===== src/rtl/program_loader_pkg.sv =====
// Shared constants, state encoding and helpers for the boot-time program loader.
package program_loader_pkg;

  localparam logic [7:0]  LDR_CMD_INSTR = 8'hA1;
  localparam logic [7:0]  LDR_CMD_DATA  = 8'hD1;
  localparam logic [7:0]  LDR_CMD_RUN   = 8'h5A;
  localparam int unsigned LDR_MAX_WORDS = 256;
  localparam int unsigned LDR_CNT_W     = 16;

  typedef enum logic [2:0] {
    LDR_CMD    = 3'd0,
    LDR_CNT_LO = 3'd1,
    LDR_CNT_HI = 3'd2,
    LDR_BYTE   = 3'd3,
    LDR_WRITE  = 3'd4,
    LDR_RUN    = 3'd5,
    LDR_ERROR  = 3'd6
  } ldr_state_e;

  // States in which the loader takes a byte from the stream.
  function automatic logic ldr_accepts(input ldr_state_e s);
    return (s == LDR_CMD) || (s == LDR_CNT_LO) || (s == LDR_CNT_HI) || (s == LDR_BYTE);
  endfunction

endpackage


===== src/rtl/program_loader_byte_packer.sv =====
// Little-endian byte-to-word shifter: first byte lands in bits 7:0 of the word.
module program_loader_byte_packer #(
  parameter int unsigned DATA_WIDTH = 32
) (
  input  logic                  clk,
  input  logic                  rst_n,
  input  logic                  clear,
  input  logic                  shift_en,
  input  logic [7:0]            byte_in,
  output logic [DATA_WIDTH-1:0] word_nxt_c,
  output logic                  word_full_c
);

  localparam int unsigned N_BYTES = DATA_WIDTH / 8;
  localparam int unsigned IDX_W   = $clog2(N_BYTES);

  logic [DATA_WIDTH-1:0] word_q, word_d;
  logic [IDX_W-1:0]      idx_q, idx_d;

  always_comb begin
    word_nxt_c  = {byte_in, word_q[DATA_WIDTH-1:8]};
    word_full_c = shift_en && (idx_q == IDX_W'(N_BYTES - 1));
    word_d      = word_q;
    idx_d       = idx_q;
    if (clear) begin
      word_d = '0;
      idx_d  = '0;
    end else if (shift_en) begin
      word_d = word_nxt_c;
      idx_d  = idx_q + IDX_W'(1);
    end
  end

  always_ff @(posedge clk or negedge rst_n) begin
    if (!rst_n) begin
      word_q <= '0;
      idx_q  <= '0;
    end else begin
      word_q <= word_d;
      idx_q  <= idx_d;
    end
  end

endmodule


===== src/rtl/program_loader.sv =====
// Framed byte-stream loader that fills instruction/data BRAMs and releases the core on RUN.
module program_loader
  import program_loader_pkg::*;
#(
  parameter int unsigned ADDR_WIDTH = 10,
  parameter int unsigned DATA_WIDTH = 32,
  parameter int unsigned MAX_WORDS  = LDR_MAX_WORDS
) (
  input  logic                  clk,
  input  logic                  rst,
  input  logic [7:0]            s_dat,
  input  logic                  s_valid,
  output logic                  s_ready,
  output logic [ADDR_WIDTH-1:0] i_w_addr,
  output logic [DATA_WIDTH-1:0] i_w_dat,
  output logic                  i_w_enb,
  output logic [ADDR_WIDTH-1:0] d_w_addr,
  output logic [DATA_WIDTH-1:0] d_w_dat,
  output logic                  d_w_enb,
  output logic                  cpu_stall,
  output logic                  load_done,
  output logic                  load_err
);

  ldr_state_e             state_q, state_d;
  logic [7:0]             cnt_lo_q, cnt_lo_d;
  logic [LDR_CNT_W-1:0]   count_q, count_d;
  logic [LDR_CNT_W-1:0]   word_idx_q, word_idx_d;
  logic                   sec_data_q, sec_data_d;
  logic                   s_ready_q, s_ready_d;
  logic [ADDR_WIDTH-1:0]  i_w_addr_q, i_w_addr_d, d_w_addr_q, d_w_addr_d;
  logic [DATA_WIDTH-1:0]  i_w_dat_q, i_w_dat_d, d_w_dat_q, d_w_dat_d;
  logic                   i_w_enb_q, i_w_enb_d, d_w_enb_q, d_w_enb_d;
  logic                   cpu_stall_q, cpu_stall_d;
  logic                   load_done_q, load_done_d;
  logic                   load_err_q, load_err_d;

  logic                   xfer;
  logic                   pk_clear, pk_shift, pk_full;
  logic [DATA_WIDTH-1:0]  pk_word;
  logic [LDR_CNT_W-1:0]   count_c, idx_inc_c;
  logic [ADDR_WIDTH-1:0]  wr_addr_c;

  assign xfer = s_valid && s_ready_q;

  program_loader_byte_packer #(.DATA_WIDTH(DATA_WIDTH)) u_packer (
    .clk         (clk),
    .rst_n       (rst),
    .clear       (pk_clear),
    .shift_en    (pk_shift),
    .byte_in     (s_dat),
    .word_nxt_c  (pk_word),
    .word_full_c (pk_full)
  );

  // Next-state and registered-output logic; outputs are decoded from state_d.
  always_comb begin
    state_d    = state_q;
    cnt_lo_d   = cnt_lo_q;
    count_d    = count_q;
    word_idx_d = word_idx_q;
    sec_data_d = sec_data_q;
    i_w_addr_d = i_w_addr_q;
    i_w_dat_d  = i_w_dat_q;
    d_w_addr_d = d_w_addr_q;
    d_w_dat_d  = d_w_dat_q;
    i_w_enb_d  = 1'b0;
    d_w_enb_d  = 1'b0;
    pk_clear   = 1'b0;
    pk_shift   = 1'b0;
    count_c    = {s_dat, cnt_lo_q};
    idx_inc_c  = word_idx_q + LDR_CNT_W'(1);
    wr_addr_c  = ADDR_WIDTH'({word_idx_q, 2'b00});

    unique case (state_q)
      LDR_CMD: if (xfer) begin
        if (s_dat == LDR_CMD_INSTR) begin
          sec_data_d = 1'b0;
          state_d    = LDR_CNT_LO;
        end else if (s_dat == LDR_CMD_DATA) begin
          sec_data_d = 1'b1;
          state_d    = LDR_CNT_LO;
        end else if (s_dat == LDR_CMD_RUN) begin
          state_d = LDR_RUN;
        end else begin
          state_d = LDR_ERROR;
        end
      end
      LDR_CNT_LO: if (xfer) begin
        cnt_lo_d = s_dat;
        state_d  = LDR_CNT_HI;
      end
      LDR_CNT_HI: if (xfer) begin
        count_d    = count_c;
        word_idx_d = '0;
        pk_clear   = 1'b1;
        if (count_c == '0 || count_c > LDR_CNT_W'(MAX_WORDS)) state_d = LDR_ERROR;
        else                                                  state_d = LDR_BYTE;
      end
      LDR_BYTE: if (xfer) begin
        pk_shift = 1'b1;
        if (pk_full) begin
          state_d = LDR_WRITE;
          if (sec_data_q) begin
            d_w_enb_d  = 1'b1;
            d_w_addr_d = wr_addr_c;
            d_w_dat_d  = pk_word;
          end else begin
            i_w_enb_d  = 1'b1;
            i_w_addr_d = wr_addr_c;
            i_w_dat_d  = pk_word;
          end
        end
      end
      LDR_WRITE: begin
        word_idx_d = idx_inc_c;
        state_d    = (idx_inc_c == count_q) ? LDR_CMD : LDR_BYTE;
      end
      LDR_RUN:   state_d = LDR_RUN;
      LDR_ERROR: state_d = LDR_ERROR;
      default:   state_d = LDR_ERROR;
    endcase

    s_ready_d   = ldr_accepts(state_d);
    cpu_stall_d = (state_d != LDR_RUN);
    load_done_d = (state_d == LDR_RUN);
    load_err_d  = (state_d == LDR_ERROR);
  end

  always_ff @(posedge clk or negedge rst) begin
    if (!rst) begin
      state_q     <= LDR_CMD;
      cnt_lo_q    <= '0;
      count_q     <= '0;
      word_idx_q  <= '0;
      sec_data_q  <= 1'b0;
      s_ready_q   <= 1'b0;
      i_w_addr_q  <= '0;
      i_w_dat_q   <= '0;
      i_w_enb_q   <= 1'b0;
      d_w_addr_q  <= '0;
      d_w_dat_q   <= '0;
      d_w_enb_q   <= 1'b0;
      cpu_stall_q <= 1'b1;
      load_done_q <= 1'b0;
      load_err_q  <= 1'b0;
    end else begin
      state_q     <= state_d;
      cnt_lo_q    <= cnt_lo_d;
      count_q     <= count_d;
      word_idx_q  <= word_idx_d;
      sec_data_q  <= sec_data_d;
      s_ready_q   <= s_ready_d;
      i_w_addr_q  <= i_w_addr_d;
      i_w_dat_q   <= i_w_dat_d;
      i_w_enb_q   <= i_w_enb_d;
      d_w_addr_q  <= d_w_addr_d;
      d_w_dat_q   <= d_w_dat_d;
      d_w_enb_q   <= d_w_enb_d;
      cpu_stall_q <= cpu_stall_d;
      load_done_q <= load_done_d;
      load_err_q  <= load_err_d;
    end
  end

  assign s_ready   = s_ready_q;
  assign i_w_addr  = i_w_addr_q;
  assign i_w_dat   = i_w_dat_q;
  assign i_w_enb   = i_w_enb_q;
  assign d_w_addr  = d_w_addr_q;
  assign d_w_dat   = d_w_dat_q;
  assign d_w_enb   = d_w_enb_q;
  assign cpu_stall = cpu_stall_q;
  assign load_done = load_done_q;
  assign load_err  = load_err_q;

endmodule

===== config.mk =====
export PLATFORM = sky130hd
export DESIGN_NAME = program_loader
export DESIGN_NICKNAME = d
export VERILOG_FILES = /design/src/rtl/program_loader_pkg.sv /design/src/rtl/program_loader_byte_packer.sv /design/src/rtl/program_loader.sv
export SDC_FILE = /design/constraint.sdc
export NUM_CORES = 1
export LEC_CHECK = 0
export CAP_MARGIN = 25
export CORE_ASPECT_RATIO = 0.9
export CORE_MARGIN = 2
export CORE_UTILIZATION = 49
export DETAILED_ROUTE_END_ITERATION = 8
export PLACE_DENSITY_LB_ADDON = 0.3
export SETUP_SLACK_MARGIN = 0.5
export SYNTH_ARGS = -nofsm -noshare
export SYNTH_HDL_FRONTEND = slang
export SYNTH_SLANG_ARGS = --single-unit

===== constraint.sdc =====
create_clock -name clk -period 2.05 [get_ports clk]
set_clock_uncertainty 0.1 [all_clocks]
set_input_delay 0.41 -clock clk [delete_from_list [all_inputs] [get_ports clk]]
set_output_delay 0.41 -clock clk [all_outputs]
set_load 0.01 [all_outputs]

Word-level counts from Yosys, hierarchy flattened
Cells that the tools add are included.
{"block": "word_totals", "inputBits": 11, "out_inout_bits": 90, "word_cells": 86, "register_bits": 164}
{"block": "op_classes", "bitwise": 1, "n_reduce_logical": 18, "n_lt_le_gt_ge": 1, "n_mux": 30, "addsub": 2, "eq_ne": 17}
{"op": "$mux W32", "n": 2}
{"op": "$pmux W16 S2", "n": 1}
{"op": "$mux W3", "n": 8}
{"op": "$pmux W3 S6", "n": 1}
{"op": "$add A16 B1 Y16 const B", "n": 1}
{"op": "$eq A16 B16 Y1", "n": 1}
{"op": "$eq A8 B8 Y1 const B", "n": 2}
{"op": "$gt A16 B9 Y1 const B", "n": 1}
{"op": "$logic_not A16 Y1", "n": 1}
{"op": "$mux W16", "n": 1}
{"op": "$mux W1", "n": 13}
{"op": "$eq A3 B2 Y1 const B", "n": 4}
{"op": "$eq A3 B3 Y1 const B", "n": 4}
{"op": "$eq A8 B7 Y1 const B", "n": 1}
{"op": "$mux W2", "n": 4}
{"op": "$reduce_and A4 Y1", "n": 2}
{"op": "$eq A3 B1 Y1 const B", "n": 2}
{"op": "$logic_not A3 Y1", "n": 2}
{"op": "$reduce_and A2 Y1", "n": 3}
{"op": "$reduce_bool A2 Y1", "n": 3}
{"op": "$logic_or A1 B1 Y1", "n": 4}
{"op": "$ne A3 B3 Y1 const B", "n": 1}
{"op": "$reduce_and A3 Y1", "n": 1}
{"op": "$add A2 B1 Y2 const B", "n": 1}
{"op": "other kinds (4)", "n": 5}

Depth between registers and ports, before layout
Gate-level depths: netlist (run 1).
{"block": "logic_depth", "ltp_word": 11, "ltp_mapped": 8, "depth_no_buf": 7}

By module
Synthesis (run 1) repeated with hierarchy kept, for this count alone.
{"block": "hier_totals", "cells_unflattened": 557, "hier_area_um2": 6970.4}
{"mod": "program_loader", "cells_each": 463, "seq_area_each_um2": 3254.4, "n_inst": 1, "area_per_inst_um2": 5816.8}
{"mod": "program_loader_byte_packer", "cells_each": 94, "seq_area_each_um2": 650.6, "n_inst": 1, "area_per_inst_um2": 1153.6}

Worst setup path before layout (run 1)
OpenSTA, ideal clock, no wires.
{"block": "synth_timing", "path_kind": "flip-flop to flip-flop", "from": "register word_idx_q[1]", "to": "register state_q[0]", "period_less_slack_ps": 2021, "setup_ps": 142, "arrival_ps": 1779, "required_ps": 1808, "stages_incl_launch_ff": 8, "path_buffers": 0, "slack_ps": 29, "path_cell_list": "dfrtp_1 -> ha_1 -> nand4_1 -> nor4_2 -> xnor2_1 -> o2111ai_1 -> nor4_2 -> o21ai_0"}
{"block": "synth_via", "elab_chain_len": 4}
{"item": "start: declaration", "line": "program_loader.sv:28", "source": "logic [LDR_CNT_W-1:0] word_idx_q, word_idx_d;"}
{"item": "start signal: assignment", "line": "program_loader.sv:151", "source": "word_idx_q <= word_idx_d;"}
{"item": "$add A16 B1 Y16", "line": "program_loader.sv:72", "source": "idx_inc_c = word_idx_q + LDR_CNT_W'(1);"}
{"item": "$eq A16 B16 Y1", "line": "program_loader.sv:117", "source": "state_d = (idx_inc_c == count_q) ? LDR_CMD : LDR_BYTE;"}
{"item": "$mux W2", "line": "program_loader.sv:117"}
{"item": "$pmux W3 S6", "line": "program_loader.sv:75", "source": "unique case (state_q)"}
{"item": "via state_d[0]", "line": "program_loader.sv:25", "source": "ldr_state_e state_q, state_d;"}
{"item": "end signal: assignment", "line": "program_loader.sv:148", "source": "state_q <= state_d;"}
{"item": "end: declaration", "line": "program_loader.sv:25"}
The timed path passes the listed nets, and every way through them passes these cells.
A chain may end at the register's enable or synchronous reset.

Worst setup path after layout (run 1)
{"block": "layout_timing", "from": "register word_idx_q[0]", "to": "register state_q[1]"}
Same word-level chain as after synthesis.

==> results of run 1 <==
-- cell usage in the layout (no fill, tap or decap), types with 5 or more instances in the layout --
master / Yosys / final
sky130_fd_sc_hd__dfrtp_1: 155 / 147
sky130_fd_sc_hd__nor2_1: 27 / 21
sky130_fd_sc_hd__buf_12: 0 / 18
sky130_fd_sc_hd__buf_4: 9 / 124
sky130_fd_sc_hd__nor2_4: 0 / 5
sky130_fd_sc_hd__nand3_1: 11 / 8
sky130_fd_sc_hd__xnor2_1: 15 / 11
sky130_fd_sc_hd__dfrtp_2: 0 / 8
sky130_fd_sc_hd__mux2_4: 0 / 63
sky130_fd_sc_hd__nand2_2: 0 / 57
sky130_fd_sc_hd__nand4_1: 8 / 8
sky130_fd_sc_hd__nand2_4: 0 / 49
sky130_fd_sc_hd__nor4_4: 0 / 5
sky130_fd_sc_hd__xor2_1: 6 / 6
sky130_fd_sc_hd__o21ai_1: 0 / 19
sky130_fd_sc_hd__buf_2: 13 / 74
sky130_fd_sc_hd__o21ai_2: 0 / 14
sky130_fd_sc_hd__o21ai_0: 56 / 22
sky130_fd_sc_hd__clkbuf_16: 0 / 26
sky130_fd_sc_hd__dlygate4sd2_1: 0 / 6
sky130_fd_sc_hd__nand2_1: 191 / 85
sky130_fd_sc_hd__buf_16: 0 / 8
sky130_fd_sc_hd__buf_6: 0 / 31
sky130_fd_sc_hd__clkbuf_2: 0 / 7
-- kinds of logic (layout without fill, tap and decap cells) --
family                     count (synthesis)  after routing  share of synthesized area
AOI/OAI and AO/OA                         83             83                     0.0714
xor gates and xnor gates                  23             23                     0.0333
adders and majority gates                  2              2                    0.00364
buffers and inverters                     53            325                     0.0362
DFF                                      156            156                      0.568
muxes                                     65             65                      0.106
other                                      1              4                   0.000546
and+or+nand+nor                          277            278                      0.181
-- synthesized netlist by cell type (7+ instances only) --
cell | n | area (um2)
sky130_fd_sc_hd__nand2_1 | 191 | 717
sky130_fd_sc_hd__dfrtp_1 | 155 | 3880
sky130_fd_sc_hd__mux2_2 | 63 | 709
sky130_fd_sc_hd__o21ai_0 | 56 | 280
sky130_fd_sc_hd__nor2_1 | 27 | 101
sky130_fd_sc_hd__clkbuf_1 | 22 | 82.6
sky130_fd_sc_hd__xnor2_1 | 15 | 131
sky130_fd_sc_hd__buf_2 | 13 | 65.1
sky130_fd_sc_hd__nand3_1 | 11 | 55.1
sky130_fd_sc_hd__buf_4 | 9 | 67.6
sky130_fd_sc_hd__nand4_1 | 8 | 50.1
sky130_fd_sc_hd__a21oi_1 | 7 | 35.0
-- state kept, by name (all words and copies together), names as in the netlist, 8 cells and up --
signal,cells
u_packer.word_q,24
word_idx_q,16
cnt_lo_q,8
d_w_dat,32
count_q,16
i_w_addr,8
d_w_addr,8
i_w_dat,32
-- final cells by class --
| class | instances | area [um2] |
|---|---|---|
| Multi-Input combinational cell | 455 | 3850 |
| Tap cell | 172 | 215 |
| Clock buffer | 21 | 450 |
| Clock inverter | 11 | 145 |
| Sequential cell | 156 | 3920 |
| Fill cell | 707 | 2590 |
| Timing Repair Buffer | 287 | 2660 |
| Inverter | 6 | 22.5 |
-- repair_timing --
item,in CTS,in global routing
setup buffers,65,18
hold buffers,1,0
hold endpoints to repair,39,0
setup endpoints to repair,216,178
pin swaps,84,75
resized for setup,469,182
cloned,9,10
-- power breakdown --
part	leakage [nW]	total [mW]	switching [mW]	internal, mW
Combinational	3.50	3.68	1.90	1.79
Clock	0.283	3.31	1.36	1.94
Sequential	2.10	4.47	0.808	3.66
Total	5.89	11.5	4.06	7.39
-- layer usage --
layer,wire length [um],up-vias
met2,13300,454
met4,1270,0
met3,2490,124
met1,10400,3384
li1,-,2746
met5,0,-
-- final timing paths --
check | slack [ns] | end | startpoint | cells past startpoint
setup / recovery | -0.36 | state_q[1] | word_idx_q[0] | 9
hold / removal | 0.30 | d_w_dat[29] | s_dat[5] | 3
setup reg to reg | -0.36 | state_q[1] | word_idx_q[0] | 9
hold reg to reg | 0.39 | d_w_dat[19] | d_w_dat[19] | 2
max in group asynchronous | 0.75 | word_idx_q[3] | rst | 3
min in group asynchronous | 0.36 | d_w_dat[15] | rst | 2
-- worst max-delay path, stage by stage (launching register included) --
cell and delay [ns]:
sky130_fd_sc_hd__dfrtp_1 0.40, sky130_fd_sc_hd__buf_6 0.13, sky130_fd_sc_hd__ha_4 0.13, sky130_fd_sc_hd__nand4_1 0.11, sky130_fd_sc_hd__buf_6 0.17, sky130_fd_sc_hd__a2111oi_2 0.33, sky130_fd_sc_hd__nand3b_1 0.21, sky130_fd_sc_hd__o211ai_1 0.16
sky130_fd_sc_hd__nor4_4 0.38, sky130_fd_sc_hd__o21ai_1 0.13
-- per-stage QoR --
stage	utilization	setup TNS, ns
after global routing	0.813	-1.12
after floorplan	-	0
final	0.813	-0.714
after global placement	0.644	-26.76
after detailed placement	0.644	-33.41
after CTS	0.765	-0.133
==> flow_results.org, run 1 <==
** Synthesis
- Yosys printed 0 warnings.
- Distinct cells, synth :: 54
- Yosys mapped a number of flops with a built-in enable equal to 0.
- Share of the yosys chip area belonging to registers :: 0.568
- Post-synthesis sequential element count :: 156
- Cell Area, Synth :: 6870 um2
- For this run, the leading register cell type out of synthesis is sky130_fd_sc_hd__dfrtp_1.
- Async set-reset flop share out of synthesis :: 1.00
- Average instance area after synthesis :: 10.4 um2
- Cells after synthesis :: 660

** Power and ir drop
- Sum of internal, switching and leakage power :: 11.5 mW
- Across the VDD grid, the largest voltage drop is 0.718 mV.
- Standby leakage power :: 5.89 nW
- In this run the power density over the cells is 1020 nW/um2.

** Clock tree
- Clock Sink Count :: 156
- Buffer depth of the longest clock path :: 2
- Buffers inserted during clock tree synthesis total 17.
- Clock transition at the registers of the reported paths :: 0.07 ns
- CTS H-Tree Depth :: 4
- Clock latency at the later pin of the worst-skew pair :: 0.44 ns
- TritonCTS built the clock tree.
- CTS placed an instance of sky130_fd_sc_hd__clkbuf_16 at the clock tree root.

** Detailed routing
- Detail Route Antenna Nets :: 0
- Via count normalized by instance count :: 6.05
- Total number of vias :: 6,708
- In the final routed layout, each cell accounts on average for 24.8 um.
- Final routed DRC violation total :: 0
- Detailed-route wire length :: 27,500 um
- DRT iter0 DRCs :: 729
- Number of optimization iterations in the first detailed-route pass :: 7

** Placed design
- During placement, the flow inserted port buffers numbering 96.
- Timing analysis after detailed placement gives a worst setup slack of -0.500 ns.
- Placed cells :: 973
- Detailed-placement wirelength estimate :: 12,600 um
- The congestion estimate from routability-driven global placement came to 0.875.
- Total placed instance area :: 8930 um2

** Finish
- Final Cell Area :: 11,300 um2
- The repair_antennas step left the layout with diodes totalling 0.
- Layout Nets :: 936
- In the final layout, the share of cells above drive strength 1 is 0.585.
- Final cell count without fillers :: 1,108
- Relative to the synthesized area, the layout overhead comes to 63.8%.

** STA
- The worst path in the final design needs a cycle of 2.41 ns, including I/O delays and setup.
- Final Max Tran Viols :: 0
- Setup repair after global routing could not meet its margin everywhere.
- The final hold violation count was 0.
- Of the available clock period, the critical path in the final layout requires 1.18.
- Smallest hold slack :: 0.302 ns
- Worst path setup slack after routing :: -0.360 ns
- Setup violations remaining at the end of the flow were counted as 3.
- Achievable clock frequency :: 415 MHz

** Global routing
- Grt total ovfl :: 0
- First-pass GRT wire length :: 35,400 um
- Maximum number of pins on one net before global-route repair :: 56
- The via count of the first global-routing pass is 6,352.
- The initial antenna violation count is 1.
- GR Layer Usage met1 :: 0.422
- Gr busiest metal :: met2
- Global router's overall resource usage :: 0.313
- For met2 alone, demand over resource in global routing was 0.500.
- Global-route met3 utilization :: 0.0811

** Floorplan
- DIE WIDTH :: 129 um
- 101 I/O pins were placed.
- Cell Rows :: 41
- Die height :: 116 um
- Core ar. :: 13,900 um2
- The initial utilization of the core area, before any placement, comes to 0.496.
- Die Footprint :: 15,000 um2

** Flow run
- Across the run, the number of max-cap violations was 0.

** Worst setup path
- Required time of the critical path :: 2.24 ns
- Worst setup path category :: flop to flop
- In this run the worst path has a maximum fanout of 5.
- Endpoint type of the worst setup path :: flop
- The worst setup path is launched from a flop.
- For the worst setup path, the data arrival time is 2.60 ns.

** Min path
- The tightest min-delay check is of the primary input to flop type.

** Run status
- Status :: finished with violations
- The final reports fail on setup timing.
Power figures use the tool's default switching activity.
==> run 2, diff against run 1 <==
--- a/config.mk
+++ b/config.mk
@@ -10,6 +10,8 @@
 export CORE_MARGIN = 2
 export CORE_UTILIZATION = 49
 export DETAILED_ROUTE_END_ITERATION = 8
+export HOLD_SLACK_MARGIN = 0.08
+export MAX_ROUTING_LAYER = met4
 export PLACE_DENSITY_LB_ADDON = 0.3
 export SETUP_SLACK_MARGIN = 0.5
 export SYNTH_ARGS = -nofsm -noshare
==> run 2 against run 1 <==
Net effect:
- the run still ends with setup timing left
- flip-flop and latch count did not move
- sequential share of layout area up 1.4 points
- sequential power decreased by 3%
- cell area down 3.9%
- total power shrank 3.9%
- routed wire length fell by 9.4%
- combinational power hardly changed
==> flow_results.org, run 2 (synthesized netlist as in run 1, its figures left out) <==
** Run status
- Status: finished with violations (unchanged).
- Violated checks :: setup timing (unchanged)

** Worst setup path
- Setup slack, reg-to-reg :: -0.18 ns (was -0.36 ns)
- The slowest library cell on the worst path is sky130_fd_sc_hd__o311ai_0 (was sky130_fd_sc_hd__dfrtp_1).
- The critical register-to-register path startpoint was word_idx_q[0] (unchanged).
- Required time of the critical path :: 2.24 ns (about the same)
- The category of the critical setup timing path was flop to flop (unchanged).
- CP peak stage delay :: 0.44 ns (was 0.40 ns)
- The kind of capture point of the worst setup path was a flop (unchanged).
- The cell count of the worst reg-to-reg path was 7 (was 9).
- Maximum net fanout on the critical path :: 8 (was 5)
- The endpoint of the worst-slack reg-to-reg timing path is state_q[1] (unchanged).
- Worst-path cell chain: buf_6 > nand3_4 > buf_8 > o311ai_0 > o211ai_1 > nor4_4 > o21ai_1 (was buf_6 > ha_4 > nand4_1 > buf_6 > a2111oi_2 > nand3b_1 > o211ai_1 > nor4_4 > o21ai_1).
- Kind of launch point of the worst setup path :: flop (unchanged)
- The worst path arrival time was 2.42 ns (was 2.60 ns).

** Clock tree
- The maximum number of buffers from clock root to sink came to 2 (unchanged).
- The clock insertion delay at the later pin of the skew report was 0.44 ns (about the same).
- Number of clock buffers inserted by TritonCTS :: 17 (unchanged)
- The TritonCTS clock tree was yes (unchanged).
- Root Driver :: sky130_fd_sc_hd__clkbuf_16 (unchanged)
- CTS H-Tree Depth :: 4 (unchanged)
- The clock transition time at the flip-flop clock pins of the worst setup and hold paths came to 0.07 ns (about the same).
- Clock Sink Count :: 156 (unchanged)

** Finish
- Layout Nets :: 934 (was 936)
- The area growth from synthesis to final layout was 57.5% (was 63.8%).
- Fraction of layout instances using a drive strength above 1 :: 0.543 (was 0.585)
- The leading cell type in the layout, fill and taps excluded is sky130_fd_sc_hd__dfrtp_1 (unchanged).
- Final Cell Area :: 10,800 um2 (was 11,300 um2)
- The count of antenna diodes in the layout came to 0 (unchanged).
- Most used cells in the layout excluding fill and tap cells: sky130_fd_sc_hd__dfrtp_1, sky130_fd_sc_hd__nand2_1, sky130_fd_sc_hd__buf_4 (was sky130_fd_sc_hd__dfrtp_1, sky130_fd_sc_hd__buf_4, sky130_fd_sc_hd__nand2_1).

** Global routing
- The total overflow reported by the global router is 0 (unchanged).
- First-pass GRT wire length :: 31,100 um (was 35,400 um)
- The all-layer global routing usage was 0.281 (was 0.313).
- Maximum number of pins on one net before global-route repair :: 43 (was 56)
- The via count of the first global-routing pass came to 5,749 (was 6,352).
- The initial antenna violation count came to 0 (was 1).

** Power and ir drop
- The proportion of power drawn by combinational gates is 0.332 (was 0.321).
- The net switching power is 3.84 mW (was 4.06 mW).
- The ratio of total power to cell area was 1020 nW/um2 (about the same).
- The part of the total power dissipated in sequential elements came to 0.395 (was 0.390).
- The switching power as a share of total power came to 0.349 (was 0.355).
- Standby leakage power :: 5.39 nW (was 5.89 nW)
- Internal cell power :: 7.17 mW (was 7.39 mW)
- Worst vdd rail ir drop :: 0.725 mV (was 0.718 mV)
- Share of power burned in the clock network :: 0.274 (was 0.289)

** Floorplan
- Number of top-level pins :: 101 (unchanged)
- Die Footprint :: 15,000 um2 (unchanged)
- The starting density of the core is 0.496 (unchanged).
- Cell Rows :: 41 (unchanged)
- Core ar. :: 13,900 um2 (unchanged)
- DIE WIDTH :: 129 um (unchanged)
- Die height :: 116 um (unchanged)

** Detailed routing
- Detail Route Antenna Nets :: 0 (unchanged)
- Detailed-route wire length :: 24,900 um (was 27,500 um)
- The number of design rule violations left after detail routing came to 0 (unchanged).
- Routed len/inst :: 22.5 um (was 24.8 um)
- The detail-routed via count per cell was 5.86 (was 6.05).
- Number of optimization iterations in the first detailed-route pass :: 5 (was 7)
- DRT iter0 DRCs :: 644 (was 729)
- Total number of vias :: 6,470 (was 6,708)

** STA
- Crit share post-route :: 1.09 (was 1.18)
- The highest achievable clock rate is 449 MHz (was 415 MHz).
- Worst path setup slack after routing :: -0.176 ns (was -0.360 ns)
- The final-report max-slew violation count is 0 (unchanged).
- Number of hold violations in the final report :: 0 (unchanged)
- The sum of negative setup slack came to -0.311 ns (was -0.714 ns).
- The final-report setup violation count is 2 (was 3).
- The final worst hold slack is 0.292 ns (was 0.302 ns).
- The final critical-path required period was 2.23 ns (was 2.41 ns).
- Setup repair after global routing missed its margin: true (unchanged).

** Placed design
- Total placed instance area :: 8970 um2 (was 8930 um2)
- Port Buf Inserts :: 96 (unchanged)
- Final weighted congestion in routability-driven placement :: 0.886 (was 0.875)
- The half-perimeter wire length after detailed placement was 12,900 um (was 12,600 um).

** Min path
- The depth of the worst hold-timing path was 4 (was 3).
- The type of the worst min-delay path is primary input to flop (unchanged).
- WHS Endpoint :: d_w_dat[26] (was d_w_dat[29])
- Hold Path Origin :: s_dat[2] (was s_dat[5])

** Flow run
- The count of maximum capacitance violations came to 0 (unchanged).
-- run 2: final cells by class --
type,count,area [um2]
timing repair buffer,285,2510
clock inverter,14,120
sequential,156,3920
tap,172,215
inverter,6,35.0
clock buffer,17,425
multi-input combinational,455,3610
fill,770,3020
-- run 2: what timing repair did --
item / 4_1_cts / 5_1_grt
hold endpoints to repair: 38 / 0
resized for setup: 369 / 222
setup endpoints to repair: 215 / 199
hold buffers: 1 / 0
setup buffers: 34 / 40
cloned: 4 / 11
pin swaps: 28 / 85
-- run 2: per-layer routing --
layer  part of all wire  GRT usage  wire [um]  up-vias
li1                   -          -          -     2750
met1               0.40      0.393      10100     3271
met2               0.48      0.431      12000      371
met3              0.080     0.0444       2000       78
met4              0.034     0.0804        841        0
met5                  0          -          0        -
-- run 2: how the worst max path moves through the flow --
stage	start	end	cells after the start
after global placement	s_dat[5]	cpu_stall	8
after detailed placement	s_dat[0]	load_done	8
final	word_idx_q[0]	state_q[1]	7
after global routing	word_idx_q[6]	state_q[1]	6
after floorplan	word_idx_q[1]	state_q[0]	7
after CTS	word_idx_q[2]	state_q[1]	7
-- run 2: worst max-delay path, delay by kind of cell, from the launching register on --
family	cells	cell delay (ns)
AO/OA/AOI/OAI	3	0.80
buffers and inverters	2	0.30
flip-flops	1	0.42
AND/OR/NAND/NOR	2	0.46
-- run 2: per-stage QoR --
stage               setup WS, ns  utilization  instances  power (mW)
finish                    -0.176        0.782       1105        11.0
CTS                       -0.101        0.718       1054        10.2
global placement          -0.418        0.648        984        6.83
global route              -0.280        0.782       1105        11.4
floorplan                 0.0587            -        663        5.81
detailed placement        -0.535        0.648        984        6.97
-- run 2: power by group through the flow --
stage,Sequential [mW],Combinational [mW],Clock (mW)
after floorplan,4.14,1.67,0
after global placement,4.27,2.57,0
after detailed placement,4.31,2.66,0
after CTS,4.28,2.98,2.97
after global routing,4.39,3.85,3.16
final,4.35,3.65,3.02
==> run 3, diff against run 2 <==
--- a/config.mk
+++ b/config.mk
@@ -12,8 +12,8 @@
 export DETAILED_ROUTE_END_ITERATION = 8
 export HOLD_SLACK_MARGIN = 0.08
 export MAX_ROUTING_LAYER = met4
-export PLACE_DENSITY_LB_ADDON = 0.3
-export SETUP_SLACK_MARGIN = 0.5
+export PLACE_DENSITY = 0.76
+export SETUP_SLACK_MARGIN = 0.15
 export SYNTH_ARGS = -nofsm -noshare
 export SYNTH_HDL_FRONTEND = slang
 export SYNTH_SLANG_ARGS = --single-unit
==> run 3 against run 2 <==
Net effect:
- the run still ends with setup timing left
- sequential power fell by 2%
- routed wire length decreased by 25%
- total power shrank 9.1%
- critical path depth up 2
- combinational power is 22% lower
- worst setup slack worse by 0.041 ns
- first-iteration DRC count shrank 29%
- critical path type unchanged
- largest cell class unchanged
- highest routed layer unchanged
==> flow_results.org, run 3 (synthesized netlist as in run 1, its figures left out) <==
** Finish
- Most used cells in the layout excluding fill and tap cells :: sky130_fd_sc_hd__nand2_1, sky130_fd_sc_hd__dfrtp_1, sky130_fd_sc_hd__buf_4 (was sky130_fd_sc_hd__dfrtp_1, sky130_fd_sc_hd__nand2_1, sky130_fd_sc_hd__buf_4)
- Leading cell type in the layout, fill and taps excluded :: sky130_fd_sc_hd__nand2_1 (was sky130_fd_sc_hd__dfrtp_1)
- The area growth from synthesis to final layout was 38.9% (was 57.5%).
- The proportion of layout cells with a drive suffix above 1 was 0.283 (was 0.543).
- Final Cell Area :: 9550 um2 (was 10,800 um2)
- The final instance count without filler cells came to 1,017 (was 1,105).
- Number of filler cells placed in the layout :: 973 (was 770)
- Final core area utilization :: 0.689 (was 0.782)
- Layout Nets :: 844 (was 934)

** Detailed routing
- Via count normalized by instance count :: 5.51 (was 5.86)
- Detailed-route wire length :: 18,800 um (was 24,900 um)
- The number of vias in the routed layout is 5,605 (was 6,470).
- Routed len/inst :: 18.4 um (was 22.5 um)
- The count of antenna-violating nets left after detailed routing came to 0 (unchanged).
- The number of design rule violations left after detail routing came to 0 (unchanged).
- DRT iter0 DRCs :: 455 (was 644)
- The number of optimization iterations in the first detailed-route pass came to 5 (unchanged).

** Placed design
- The pre-CTS setup slack came to -0.506 ns (was -0.535 ns).
- The cell area after placement was 8560 um2 (was 8970 um2).
- The weighted congestion reported at the end of routability-driven placement is 0.868 (was 0.886).
- Detailed-placement wirelength estimate :: 12,500 um (was 12,900 um)
- The instance count after placement with tap cells included is 967 (was 984).
- The number of buffer cells added on primary ports came to 96 (unchanged).

** Power and ir drop
- Flop pwr share :: 0.426 (was 0.395)
- The total design power came to 10.0 mW (was 11.0 mW).
- The net switching power was 3.24 mW (was 3.84 mW).
- Worst vdd rail ir drop :: 0.710 mV (was 0.725 mV)
- The internal cell power was 6.77 mW (was 7.17 mW).
- The static leakage power was 4.54 nW (was 5.39 nW).
- Share of power burned in the clock network :: 0.292 (was 0.274)
- The ratio of total power to cell area was 1050 nW/um2 (was 1020 nW/um2).
- The proportion of power drawn by combinational gates came to 0.282 (was 0.332).
- The switching power as a share of total power is 0.324 (was 0.349).

** Worst setup path
- The worst path arrival time was 2.46 ns (was 2.42 ns).
- Endpoint type of the worst setup path :: flop (unchanged)
- The worst endpoint required time was 2.25 ns (was 2.24 ns).
- The category of the critical setup timing path is flop to flop (unchanged).
- The startpoint class of the critical path is a flop (unchanged).
- Maximum net fanout on the critical path :: 4 (was 8)

** Clock tree
- Clock Sink Count :: 156 (unchanged)
- The number of buffers inserted during clock tree synthesis is 17 (unchanged).
- The maximum level of the CTS H-tree came to 4 (unchanged).
- The TritonCTS clock tree was yes (unchanged).
- The clock insertion delay at the later pin of the skew report came to 0.42 ns (was 0.44 ns).
- Root Driver :: sky130_fd_sc_hd__clkbuf_16 (unchanged)
- The maximum number of buffers from clock root to sink was 2 (unchanged).
- Clock transition at the registers of the reported paths :: 0.06 ns (was 0.07 ns)

** STA
- Minimum clock period :: 2.27 ns (was 2.23 ns)
- Final Max Tran Viols :: 0 (unchanged)
- Worst path setup slack after routing :: -0.217 ns (was -0.176 ns)
- The sum of negative setup slack was -0.433 ns (was -0.311 ns).
- The highest achievable clock rate came to 441 MHz (was 449 MHz).
- Crit share post-route :: 1.11 (was 1.09)
- The final worst hold slack is 0.256 ns (was 0.292 ns).
- Final setup violating endpoints :: 2 (unchanged)
- Setup repair after global routing missed its margin: true (unchanged).
- Number of hold violations in the final report :: 0 (unchanged)

** Floorplan
- The core footprint was 13,900 um2 (unchanged).
- The vertical die dimension came to 116 um (unchanged).
- The number of placement rows is 41 (unchanged).
- Die Footprint :: 15,000 um2 (unchanged)
- DIE WIDTH :: 129 um (unchanged)
- The count of pins on the block boundary was 101 (unchanged).
- Initial core utilization :: 0.496 (unchanged)

** Global routing
- Antenna violations before repair :: 0 (unchanged)
- The global-route wire length before repair is 30,500 um (was 31,100 um).
- The total overflow reported by the global router came to 0 (unchanged).
- Maximum number of pins on one net before global-route repair :: 50 (was 43)
- The all-layer global routing usage is 0.274 (was 0.281).
- Via count of the first global-routing pass :: 5,623 (was 5,749)

** Run status
- Status :: finished with violations (unchanged)
- Violated checks :: setup timing (unchanged)

** Flow run
- MaxCap Viol Count :: 0 (unchanged)

** Min path
- Hold crit path type :: primary input to flop (unchanged)
==> run 3: cell count changes in the layout (fill, tap and decap cells not counted), sizes merged, moves of 2 or more <==
cell,previous run,this run
clkdlybuf4s15,5,0
buf,252,99
clkdlybuf4s50,0,79
dlymetal6s2s,0,5
clkinvlp,4,2
clkbuf,40,23
dlygate4sd2,4,10
==> run 3: worst paths after layout <==
kind | start | to | slack [ns] | cells after the start
worst min register to register | d_w_addr[4] | d_w_addr[4] | 0.37 | 2
worst max-delay path | word_idx_q[0] | state_q[1] | -0.22 | 9
worst max register to register | word_idx_q[0] | state_q[1] | -0.22 | 9
max in group asynchronous | rst | cpu_stall | 0.81 | 3
worst min-delay path | s_dat[7] | d_w_dat[31] | 0.26 | 3
min in group asynchronous | rst | d_w_dat[16] | 0.40 | 2
==> run 3: worst max-delay path, stage by stage, from the launching register on <==
cell and delay, ns:
sky130_fd_sc_hd__dfrtp_2 0.39, sky130_fd_sc_hd__buf_6 0.12, sky130_fd_sc_hd__ha_4 0.12, sky130_fd_sc_hd__nand4_1 0.15
sky130_fd_sc_hd__buf_6 0.18, sky130_fd_sc_hd__nor4_4 0.22, sky130_fd_sc_hd__xnor2_2 0.16, sky130_fd_sc_hd__o2111ai_2 0.18
sky130_fd_sc_hd__nor4_4 0.39, sky130_fd_sc_hd__o21ai_1 0.12
==> run 3: repair_timing <==
action                                  in CTS  in global routing
pin swaps                                   12                  6
endpoints found under the setup margin      66                 89
hold endpoints to repair                    45                  0
hold buffers                                 1                  0
buffers inserted                            11                  3
gates resized for setup                     43                 36
cloned                                       2                  0
==> run 3: layer usage <==
metal | GRT usage | wire length (um) | vias up
li1 | - | - | 2561
met1 | 0.385 | 8480 | 2803
met2 | 0.411 | 8780 | 208
met3 | 0.0481 | 1040 | 33
met4 | 0.0891 | 444 | 0
met5 | - | 0 | -
==> run 3: power by group through the flow <==
| stage | clock [mW] | combinational (mW) | sequential [mW] |
|---|---|---|---|
| 2_1_floorplan | 0 | 1.49 | 4.12 |
| 3_3_place_gp | 0 | 2.38 | 4.23 |
| 3_5_place_dp | 0 | 2.46 | 4.27 |
| 4_1_cts | 2.95 | 2.68 | 4.23 |
| 5_1_grt | 3.10 | 3.09 | 4.33 |
| 6_report | 2.92 | 2.83 | 4.26 |
==> run 3: layout make-up <==
class / instances / area (um2) / area share
Sequential cell: 156 / 3910 / 0.410
Multi-Input combinational cell: 454 / 2990 / 0.313
Timing Repair Buffer: 196 / 1860 / 0.195
Clock buffer: 22 / 454 / 0.0476
Tap cell: 172 / 215 / 0.0225
Clock inverter: 10 / 91.3 / 0.00956
Inverter: 6 / 22.5 / 0.00236
Antenna cell: 1 / 2.50 / 0.000262
